## config.mk

```make
export PLATFORM = sky130hd
export DESIGN_NAME = key_irq_scheduler_flat
export DESIGN_NICKNAME = d
export VERILOG_FILES = /design/src/rtl/key_irq_scheduler_if.sv /design/src/rtl/key_irq_scheduler.sv /design/src/flat_wrapper.sv
export SDC_FILE = /design/constraint.sdc
export NUM_CORES = 1
export LEC_CHECK = 0
export ABC_AREA = 1
export CORE_MARGIN = 3
export CORE_UTILIZATION = 28
export DETAILED_ROUTE_END_ITERATION = 8
export DONT_BUFFER_PORTS = 1
export PLACE_DENSITY = 0.43
export SLEW_MARGIN = 20
export SYNTH_ARGS = -nofsm -noshare
export SYNTH_HDL_FRONTEND = slang
export SYNTH_SLANG_ARGS = --single-unit
export TNS_END_PERCENT = 30
```

## constraint.sdc

```tcl
create_clock -name clock -period 5.1 [get_ports clock]
set_clock_uncertainty 0.2 [all_clocks]
set_input_delay 1.275 -clock clock [delete_from_list [all_inputs] [get_ports clock]]
set_output_delay 1.275 -clock clock [all_outputs]
set_load 0.005 [all_outputs]
```

## src/rtl/key_irq_scheduler_if.sv

```systemverilog
// Interrupt handshake between key_irq_scheduler (master) and the 8-bit core (slave).
// Latency: none, wires only.
// Backpressure: the request holds until the core acknowledges; di/fetch gate new grants.
interface key_irq_scheduler_if;
  logic       irq_req;
  logic [7:0] irq_vec;
  logic       irq_ack;
  logic       di;
  logic       fetch;

  modport master (output irq_req, irq_vec, input irq_ack, di, fetch);
  modport slave  (input irq_req, irq_vec, output irq_ack, di, fetch);
endinterface

```

## src/rtl/key_irq_scheduler.sv

```systemverilog
// Key debounce + auto-repeat feeding round-robin interrupt vectoring to the core.
// Latency: raw press to pending is 2 clocks + DEB_TICKS ticks + 1 clock; pending to irq_req is 1 clock.
// Backpressure: irq_req/irq_vec hold until irq_ack; pending is 1 deep and drops extra events.
module key_irq_scheduler #(
  parameter int NKEYS      = 4,
  parameter int DEB_TICKS  = 16,
  parameter int REP_DELAY  = 48,
  parameter int REP_RATE   = 12,
  parameter int VEC_BASE   = 2,
  parameter int VEC_STRIDE = 2
) (
  input  logic               clock,
  input  logic               rst,
  input  logic               tick_i,
  input  logic [NKEYS-1:0]   key_n_i,
  key_irq_scheduler_if.master bus,
  output logic [NKEYS-1:0]   key_state_o,
  output logic [NKEYS-1:0]   pending_o
);

  localparam int IW      = (NKEYS > 1) ? $clog2(NKEYS) : 1;
  localparam int CW      = $clog2(DEB_TICKS + 1);
  localparam int REP_MAX = (REP_DELAY > REP_RATE) ? REP_DELAY : REP_RATE;
  localparam int RW      = (REP_MAX > 0) ? $clog2(REP_MAX + 1) : 1;

  typedef enum logic [1:0] {S_IDLE, S_REQ, S_GAP} state_t;

  logic [NKEYS-1:0]         sync1_q, sync2_q;
  logic [NKEYS-1:0]         key_q, key_d;
  logic [NKEYS-1:0][CW-1:0] cnt_q, cnt_d;
  logic [NKEYS-1:0][RW-1:0] rep_q, rep_d;
  logic [NKEYS-1:0]         ev_q, ev_d;
  logic [NKEYS-1:0]         pending_q, pending_d;
  logic [NKEYS-1:0]         clr;
  state_t                   state_q;
  logic [IW-1:0]            g_q, rr_q, gnt_idx;
  logic                     gnt_vld;
  logic                     irq_req_q;
  logic [7:0]               irq_vec_q;

  function automatic logic [7:0] vec_of(input logic [IW-1:0] g);
    int v;
    v = VEC_BASE + VEC_STRIDE * int'(g);
    return v[7:0];
  endfunction

  always_comb begin
    key_d = key_q;
    cnt_d = cnt_q;
    rep_d = rep_q;
    ev_d  = '0;
    if (tick_i) begin
      for (int i = 0; i < NKEYS; i++) begin
        if (~sync2_q[i] != key_q[i]) begin
          if (cnt_q[i] == CW'(DEB_TICKS - 1)) begin
            key_d[i] = ~key_q[i];
            cnt_d[i] = '0;
            if (!key_q[i]) begin
              ev_d[i]  = 1'b1;
              rep_d[i] = RW'(REP_DELAY);
            end else begin
              rep_d[i] = '0;
            end
          end else begin
            cnt_d[i] = cnt_q[i] + 1'b1;
          end
        end else begin
          cnt_d[i] = '0;
        end
        // Repeat timer only runs while the key stays held through this tick.
        if (key_q[i] && key_d[i] && rep_q[i] != '0) begin
          if (rep_q[i] == RW'(1)) begin
            ev_d[i]  = 1'b1;
            rep_d[i] = RW'(REP_RATE);
          end else begin
            rep_d[i] = rep_q[i] - 1'b1;
          end
        end
      end
    end
  end

  // A new event in the same clock as the ack keeps the source pending.
  always_comb begin
    clr = '0;
    if (state_q == S_REQ && bus.irq_ack) clr[g_q] = 1'b1;
    pending_d = (pending_q & ~clr) | ev_q;
  end

  always_comb begin
    gnt_vld = 1'b0;
    gnt_idx = '0;
    for (int k = 0; k < NKEYS; k++) begin
      if (!gnt_vld && pending_q[(int'(rr_q) + k) % NKEYS]) begin
        gnt_vld = 1'b1;
        gnt_idx = IW'((int'(rr_q) + k) % NKEYS);
      end
    end
  end

  always_ff @(posedge clock or negedge rst) begin
    if (!rst) begin
      sync1_q   <= '1;
      sync2_q   <= '1;
      key_q     <= '0;
      cnt_q     <= '0;
      rep_q     <= '0;
      ev_q      <= '0;
      pending_q <= '0;
    end else begin
      sync1_q   <= key_n_i;
      sync2_q   <= sync1_q;
      key_q     <= key_d;
      cnt_q     <= cnt_d;
      rep_q     <= rep_d;
      ev_q      <= ev_d;
      pending_q <= pending_d;
    end
  end

  always_ff @(posedge clock or negedge rst) begin
    if (!rst) begin
      state_q   <= S_IDLE;
      g_q       <= '0;
      rr_q      <= '0;
      irq_req_q <= 1'b0;
      irq_vec_q <= '0;
    end else begin
      case (state_q)
        S_IDLE: begin
          if (gnt_vld && !bus.di && bus.fetch) begin
            g_q       <= gnt_idx;
            irq_vec_q <= vec_of(gnt_idx);
            irq_req_q <= 1'b1;
            state_q   <= S_REQ;
          end
        end
        S_REQ: begin
          if (bus.irq_ack) begin
            irq_req_q <= 1'b0;
            rr_q      <= IW'((int'(g_q) + 1) % NKEYS);
            state_q   <= S_GAP;
          end
        end
        // One dead clock so the core runs a handler instruction before the next grant.
        S_GAP:   state_q <= S_IDLE;
        default: state_q <= S_IDLE;
      endcase
    end
  end

  assign bus.irq_req  = irq_req_q;
  assign bus.irq_vec  = irq_vec_q;
  assign key_state_o  = key_q;
  assign pending_o    = pending_q;

endmodule

```

## src/flat_wrapper.sv

```systemverilog
// flat-port wrapper written by rule: the top's interface ports become plain ports
module key_irq_scheduler_flat 
#(
  parameter int NKEYS      = 4,
  parameter int DEB_TICKS  = 16,
  parameter int REP_DELAY  = 48,
  parameter int REP_RATE   = 12,
  parameter int VEC_BASE   = 2,
  parameter int VEC_STRIDE = 2
)
  (clock, rst, tick_i, key_n_i, key_state_o, pending_o, bus_irq_req, bus_irq_vec, bus_irq_ack, bus_di, bus_fetch);
  key_irq_scheduler_if bus_i ();
  input  logic clock;
  input  logic rst;
  input  logic tick_i;
  input  logic [NKEYS-1:0] key_n_i;
  output logic [NKEYS-1:0] key_state_o;
  output logic [NKEYS-1:0] pending_o;
  output wire logic [$bits(bus_i.irq_req)-1:0] bus_irq_req;
  output wire logic [$bits(bus_i.irq_vec)-1:0] bus_irq_vec;
  input wire logic [$bits(bus_i.irq_ack)-1:0] bus_irq_ack;
  input wire logic [$bits(bus_i.di)-1:0] bus_di;
  input wire logic [$bits(bus_i.fetch)-1:0] bus_fetch;
  assign bus_irq_req = bus_i.irq_req;
  assign bus_irq_vec = bus_i.irq_vec;
  assign bus_i.irq_ack = bus_irq_ack;
  assign bus_i.di = bus_di;
  assign bus_i.fetch = bus_fetch;
  key_irq_scheduler #(.NKEYS(NKEYS), .DEB_TICKS(DEB_TICKS), .REP_DELAY(REP_DELAY), .REP_RATE(REP_RATE), .VEC_BASE(VEC_BASE), .VEC_STRIDE(VEC_STRIDE)) u_core (.clock(clock), .rst(rst), .tick_i(tick_i), .key_n_i(key_n_i), .bus(bus_i), .key_state_o(key_state_o), .pending_o(pending_o));
endmodule
```

======== Word-level counts from Yosys, hierarchy flattened ========
Cells that the tools add are included.
operators by class
  reduce and logical (&&, ||, !) cells .... 44
  equality and inequality tests ........... 15
  bitwise logic cells ..................... 14
  magnitude comparators ................... 6
  add/sub/neg operators ................... 13
  mux-type cells .......................... 89
operators by type and width
  cell                                                         count
  two-way mux 6 bit                                            20
  two-way mux 1 bit                                            46
  two-way mux 5 bit                                            8
  == test 6 x 1 -> 1 bit (second input constant)               4
  nonzero test 6 bit                                           4
  subtractor 6 x 1 -> 6 bit (second input constant)            4
  adder 5 x 1 -> 5 bit (second input constant)                 4
  == test 5 x 4 -> 1 bit (second input constant)               4
  nonzero test 2 bit                                           9
  logical AND 1 bit                                            15
  AND reduction 3 bit                                          5
  less-than comparator 3 x 4 -> 1 bit (second input constant)  3
  two-way mux 2 bit                                            6
  binary-select mux 1 bit (select 2 bit)                       4
  two-way mux 4 bit                                            2
  inverter 1 bit                                               8
  less-than comparator 2 x 3 -> 1 bit (second input constant)  2
  AND reduction 2 bit                                          3
  OR reduction 2 bit                                           3
  adder 2 x 1 -> 2 bit (second input constant)                 2
  adder 2 bit (second input constant)                          2
  adder 2 x 3 -> 4 bit (first input constant)                  1
  AND 4 bit                                                    1
  logical NOT 1 bit                                            4
  12 further kinds                                             17
storage, ports and cells
  register bits ........................... 79
  word-level logic and storage cells ...... 199
  output and inout bits ................... 17

======== Longest topological paths before layout ========
  depth after elaboration ................. 18
  depth in mapped cells ................... 13
  depth with buffers taken out ............ 13

======== Worst setup path before layout ========
Ideal clock, no wire load.
  path type ............................... input to register
  from .................................... input tick_i
  to ...................................... register u_core.rep_q[10] in the netlist's numbering
  path slack .............................. 2.683 ns
  required time ........................... 4.773 ns
  setup time .............................. 0.127 ns
  arrival time ............................ 2.090 ns
  stages .................................. 6
  path through ............................ buf_2 > inv_1 > a21oi_1 > nand2_1 > nand2_2 > o21ai_0
between the ends
  longest elaborated chain between the ends .. 1
ends and longest elaborated chain
  what                                  RTL line                  RTL
  start, declared                       flat_wrapper.sv:15        input logic tick_i;
  AND reduction 3 bit (no source line)  n/a
  end signal, assigned                  key_irq_scheduler.sv:115  rep_q <= rep_d;
  end, declared                         key_irq_scheduler.sv:31   logic [NKEYS-1:0][RW-1:0] rep_q, rep_d;
No other way between the ends.
A chain may end at the register's enable or synchronous reset.

======== Worst setup path in the final report ========
  from .................................... register u_core.key_q[2], in the netlist u_core.key_state_o[2]
  to ...................................... output key_state_o[2]
RTL lines
  what                    RTL line                  RTL
  start, declared         key_irq_scheduler.sv:29   logic [NKEYS-1:0] key_q, key_d;
  start signal, assigned  key_irq_scheduler.sv:113  key_q <= key_d;
  end, declared           flat_wrapper.sv:17        output logic [NKEYS-1:0] key_state_o;
No word-level cell between the ends.

==> results summary <==
The run finished with clean final reports. The number of placement rows is 42. The library cells used most frequently in the layout, excluding fill and tap cells, are sky130_fd_sc_hd__nand2_1, sky130_fd_sc_hd__dfrtp_1, sky130_fd_sc_hd__inv_1, sky130_fd_sc_hd__nand3_1, sky130_fd_sc_hd__o21ai_0. The die covers 0.01562 mm2.

The worst setup path is launched from a register. Cells fill 32.68% of the core in the end. The clock period minus final worst setup slack came out at 2.305 ns. At the end of routability-driven placement, the weighted congestion stood at approximately 0.76. The hold path depth is 0. The tool flagged a number of max-cap violations equal to 0. The path with the worst hold slack has its endpoint at u_core.sync2_q[2]. The total cell area at the placement stage is 0.004133 mm2.

The height of the die came out at about 120 um. Global routing used 10.87% of the available tracks. The number of different library cells in the post-synthesis netlist is 40. The startpoint of the worst register-to-register path is u_core.rr_q[0].

The post-cts gate resize count is 0. The data required time at the worst endpoint came out at 3.62 ns. TritonCTS built the clock tree. The endpoint type of the worst setup path is an output port. The number of sinks driven by the clock tree came out at 74.

The area of the core region is roughly 0.014 mm2. The number of fill cells came out at 1430. The I/O pin count is 27. The initial utilization of the core area, before any placement, comes to just under 30%. For the worst flop-to-flop path, the logic depth is 12. Static timing analysis puts the maximum clock frequency at 433.9 MHz. The worst-case setup margin in the final layout is 2.795 ns. The fraction of post-synthesis cell area in the top cell type by area is 41.68%.

For this block, the initial DRC count from the detailed router was approximately 140. Once detail routing completed, the nets flagged for antenna violations numbered 0. The longest clock path from root to sink contains 2 buffers. The share of layout cells above drive strength 1 is roughly a tenth. 0 antenna diodes ended up in the layout. The detailed-route DRC error count is 0. The design draws roughly 1.5 mW.

For this block, the via count after detailed routing is between 3000 and 4000. The headroom to the max-slew limit came out at between 60% and 70%. The accumulated negative setup slack is 0 ns. The number of global-route vias before repair came out at 2997. CTS built an H-tree with a depth of 3. The mean routed wirelength per cell is 11.86 um. The largest net degree at the start of global routing came out at 75. The path class of the tightest hold or removal check is reg2reg.

The total of warnings raised by yosys came out at 0. The number of buffers inserted by hold repair at cts came out at 0. The final hold violation count was 0.

The clock-pin transition on the worst setup and hold timing paths is 0.06 ns. The total leakage power is 2.152 nW. After synthesis, the cell types taking the most area are sky130_fd_sc_hd__dfrtp_1, sky130_fd_sc_hd__nand2_1, sky130_fd_sc_hd__nand3_1. The pre-antenna-repair detailed-routing pass consisted of 4 iterations. Along the worst path, the maximum fanout reaches 7. The number of synthesized register bits is 74. The cell accounting for the most synthesized area is sky130_fd_sc_hd__dfrtp_1. The power density normalized to cell area came out at 337.5 mW/mm2.

The capturing point of the worst reg2reg path is u_core.bus.irq_vec[2]. The global-route wire length before repair is 14010 um. The number of buffers inserted by post-CTS setup repair is 0.

The library cell used most frequently in the layout, excluding fill and tap cells, is sky130_fd_sc_hd__nand2_1. The final setup violation count is 0. The critical path start-end classification is reg2out. The initial antenna violation count came out at 0. The number of pins exceeding their max-slew limit in the final report was 0. The worst register-to-register path has a setup slack of 2.95 ns. The hold path startpoint is u_core.sync1_q[2].

The horizontal die dimension is approximately 120 um. Setup repair after global routing left no endpoint under its margin. The part of the Yosys area used for sequential elements is 46.98%. The total overflow left after global routing is 0. The final HPWL from detailed placement is 5588 um. The final design instance area without fill is 0.004431 mm2.

The tree is rooted in a sky130_fd_sc_hd__clkbuf_16. The worst ir drop on vdd is 0.0001228 V. During placement, the flow inserted port buffers numbering 0. The detail-routed via count per cell is 4.571. The synthesized instance count is 480. The arrival time at the worst endpoint is 0.83 ns.

The pre-CTS worst setup slack is 2.500 ns. Wires add up to around 7900 um. Each instance of the synthesized netlist takes up on average 8.255 um2.

The portion of the clock cycle consumed by the worst path in the final layout is 45.19%. The clock insertion delay at the later pin of the skew report is 0.34 ns. The summed instance area of the synthesized netlist is a little under 0.004 mm2. At the pin with the least slew margin, the transition time is 0.5110 ns. The total CTS buffers is 9. Compared with the post-synthesis result, the final layout area differs by 11.81%.

The layout net count came out at 512.
==> state kept, by name (all words and copies together) (netlist names) <==
name and flops:
u_core.bus.irq_vec 3, u_core.ev_q 4, u_core.sync2_q 4, u_core.rep_q 24, u_core.sync1_q 4, u_core.pending_o 4, u_core.state_q 2, u_core.rr_q 2
u_core.cnt_q 20, u_core.key_state_o 4, u_core.g_q 2, u_core.bus.irq_req 1
==> how the worst max path moves through the flow <==
stage | startpoint | endpoint | cells after the start
2_1_floorplan | tick_i | u_core.rep_q[10] | 6
3_3_place_gp | tick_i | u_core.rep_q[11] | 6
3_5_place_dp | tick_i | u_core.rep_q[11] | 5
4_1_cts | u_core.key_state_o[1] | key_state_o[1] | 0
5_1_grt | u_core.rr_q[0] | u_core.bus.irq_vec[2] | 12
6_report | u_core.key_state_o[2] | key_state_o[2] | 0
==> stage by stage <==
| stage | instances | hold WS (ns) |
|---|---|---|
| after global routing | 666 | 0.1564 |
| after floorplan | 484 | 0.1452 |
| after CTS | 666 | 0.1557 |
| after global placement | 650 | 0.1458 |
| after detailed placement | 650 | 0.1470 |
| final | 666 | 0.1548 |
==> layout make-up <==
cell class	count	area [um2]	share of cell area [%]
tap	176	220.2	4.970
inverter	49	186.4	4.208
clock inverter	4	51.30	1.158
multi-input combinational	351	1864	42.08
sequential	74	1862	42.02
clock buffer	12	246.5	5.563
==> cell usage after synthesis <==
| library cell | instances |
|---|---|
| sky130_fd_sc_hd__nand2_1 | 135 |
| sky130_fd_sc_hd__dfrtp_1 | 66 |
| sky130_fd_sc_hd__inv_1 | 45 |
| sky130_fd_sc_hd__nand3_1 | 45 |
| sky130_fd_sc_hd__o21ai_0 | 28 |
| sky130_fd_sc_hd__nor2_1 | 24 |
| sky130_fd_sc_hd__a21oi_1 | 20 |
| sky130_fd_sc_hd__ha_1 | 17 |
| sky130_fd_sc_hd__nand2_2 | 10 |
| sky130_fd_sc_hd__dfstp_2 | 8 |
| sky130_fd_sc_hd__o22ai_1 | 7 |
| sky130_fd_sc_hd__xor2_1 | 7 |
| sky130_fd_sc_hd__nor3_1 | 6 |
| sky130_fd_sc_hd__a21boi_0 | 5 |
| sky130_fd_sc_hd__a21oi_2 | 5 |
| sky130_fd_sc_hd__a32o_1 | 5 |
| sky130_fd_sc_hd__buf_4 | 5 |
| sky130_fd_sc_hd__a21o_1 | 4 |
| sky130_fd_sc_hd__o21ai_1 | 4 |
| sky130_fd_sc_hd__xnor2_1 | 4 |
| sky130_fd_sc_hd__clkbuf_1 | 3 |
| sky130_fd_sc_hd__inv_2 | 3 |
| sky130_fd_sc_hd__nand2_4 | 3 |
| sky130_fd_sc_hd__nand4_1 | 2 |
| sky130_fd_sc_hd__nor2_2 | 2 |
| sky130_fd_sc_hd__or2_1 | 2 |
| sky130_fd_sc_hd__or2_2 | 2 |
| sky130_fd_sc_hd__a22o_1 | 1 |
| sky130_fd_sc_hd__and2_1 | 1 |
| sky130_fd_sc_hd__buf_2 | 1 |
| sky130_fd_sc_hd__buf_6 | 1 |
| sky130_fd_sc_hd__conb_1 | 1 |
| sky130_fd_sc_hd__inv_4 | 1 |
| sky130_fd_sc_hd__nand3_2 | 1 |
| sky130_fd_sc_hd__nor2_4 | 1 |
| sky130_fd_sc_hd__nor3b_1 | 1 |
| sky130_fd_sc_hd__nor4_1 | 1 |
| sky130_fd_sc_hd__o211ai_1 | 1 |
| sky130_fd_sc_hd__o21ai_2 | 1 |
| sky130_fd_sc_hd__or2_0 | 1 |
==> routing by layer <==
layer,vias to the layer above,share of wire (%),track usage [%]
li1,1578,-,-
met1,1411,49,13.93
met2,44,44,16.89
met3,11,4.1,2.687
met4,0,2.4,5.931
met5,-,0,0
==> power by group <==
group | internal (mW) | total [mW] | switching, mW
logic | 0.0675 | 0.166 | 0.0985
clock network | 0.392 | 0.634 | 0.241
registers | 0.645 | 0.696 | 0.0507
total | 1.10 | 1.50 | 0.391
==> logic make-up (layout without fill, tap and decap cells) <==
family	Yosys count	count (layout)	share of synthesized area (%)
buf+inv	59	65	6.347
fa+ha+maj	17	17	5.368
compound gates	81	81	12.38
other cells	1	5	0.09464
xor+xnor	11	11	2.431
flops	74	74	46.98
simple gates	237	237	26.40
Note: power is estimated with default switching activity, not from simulation.
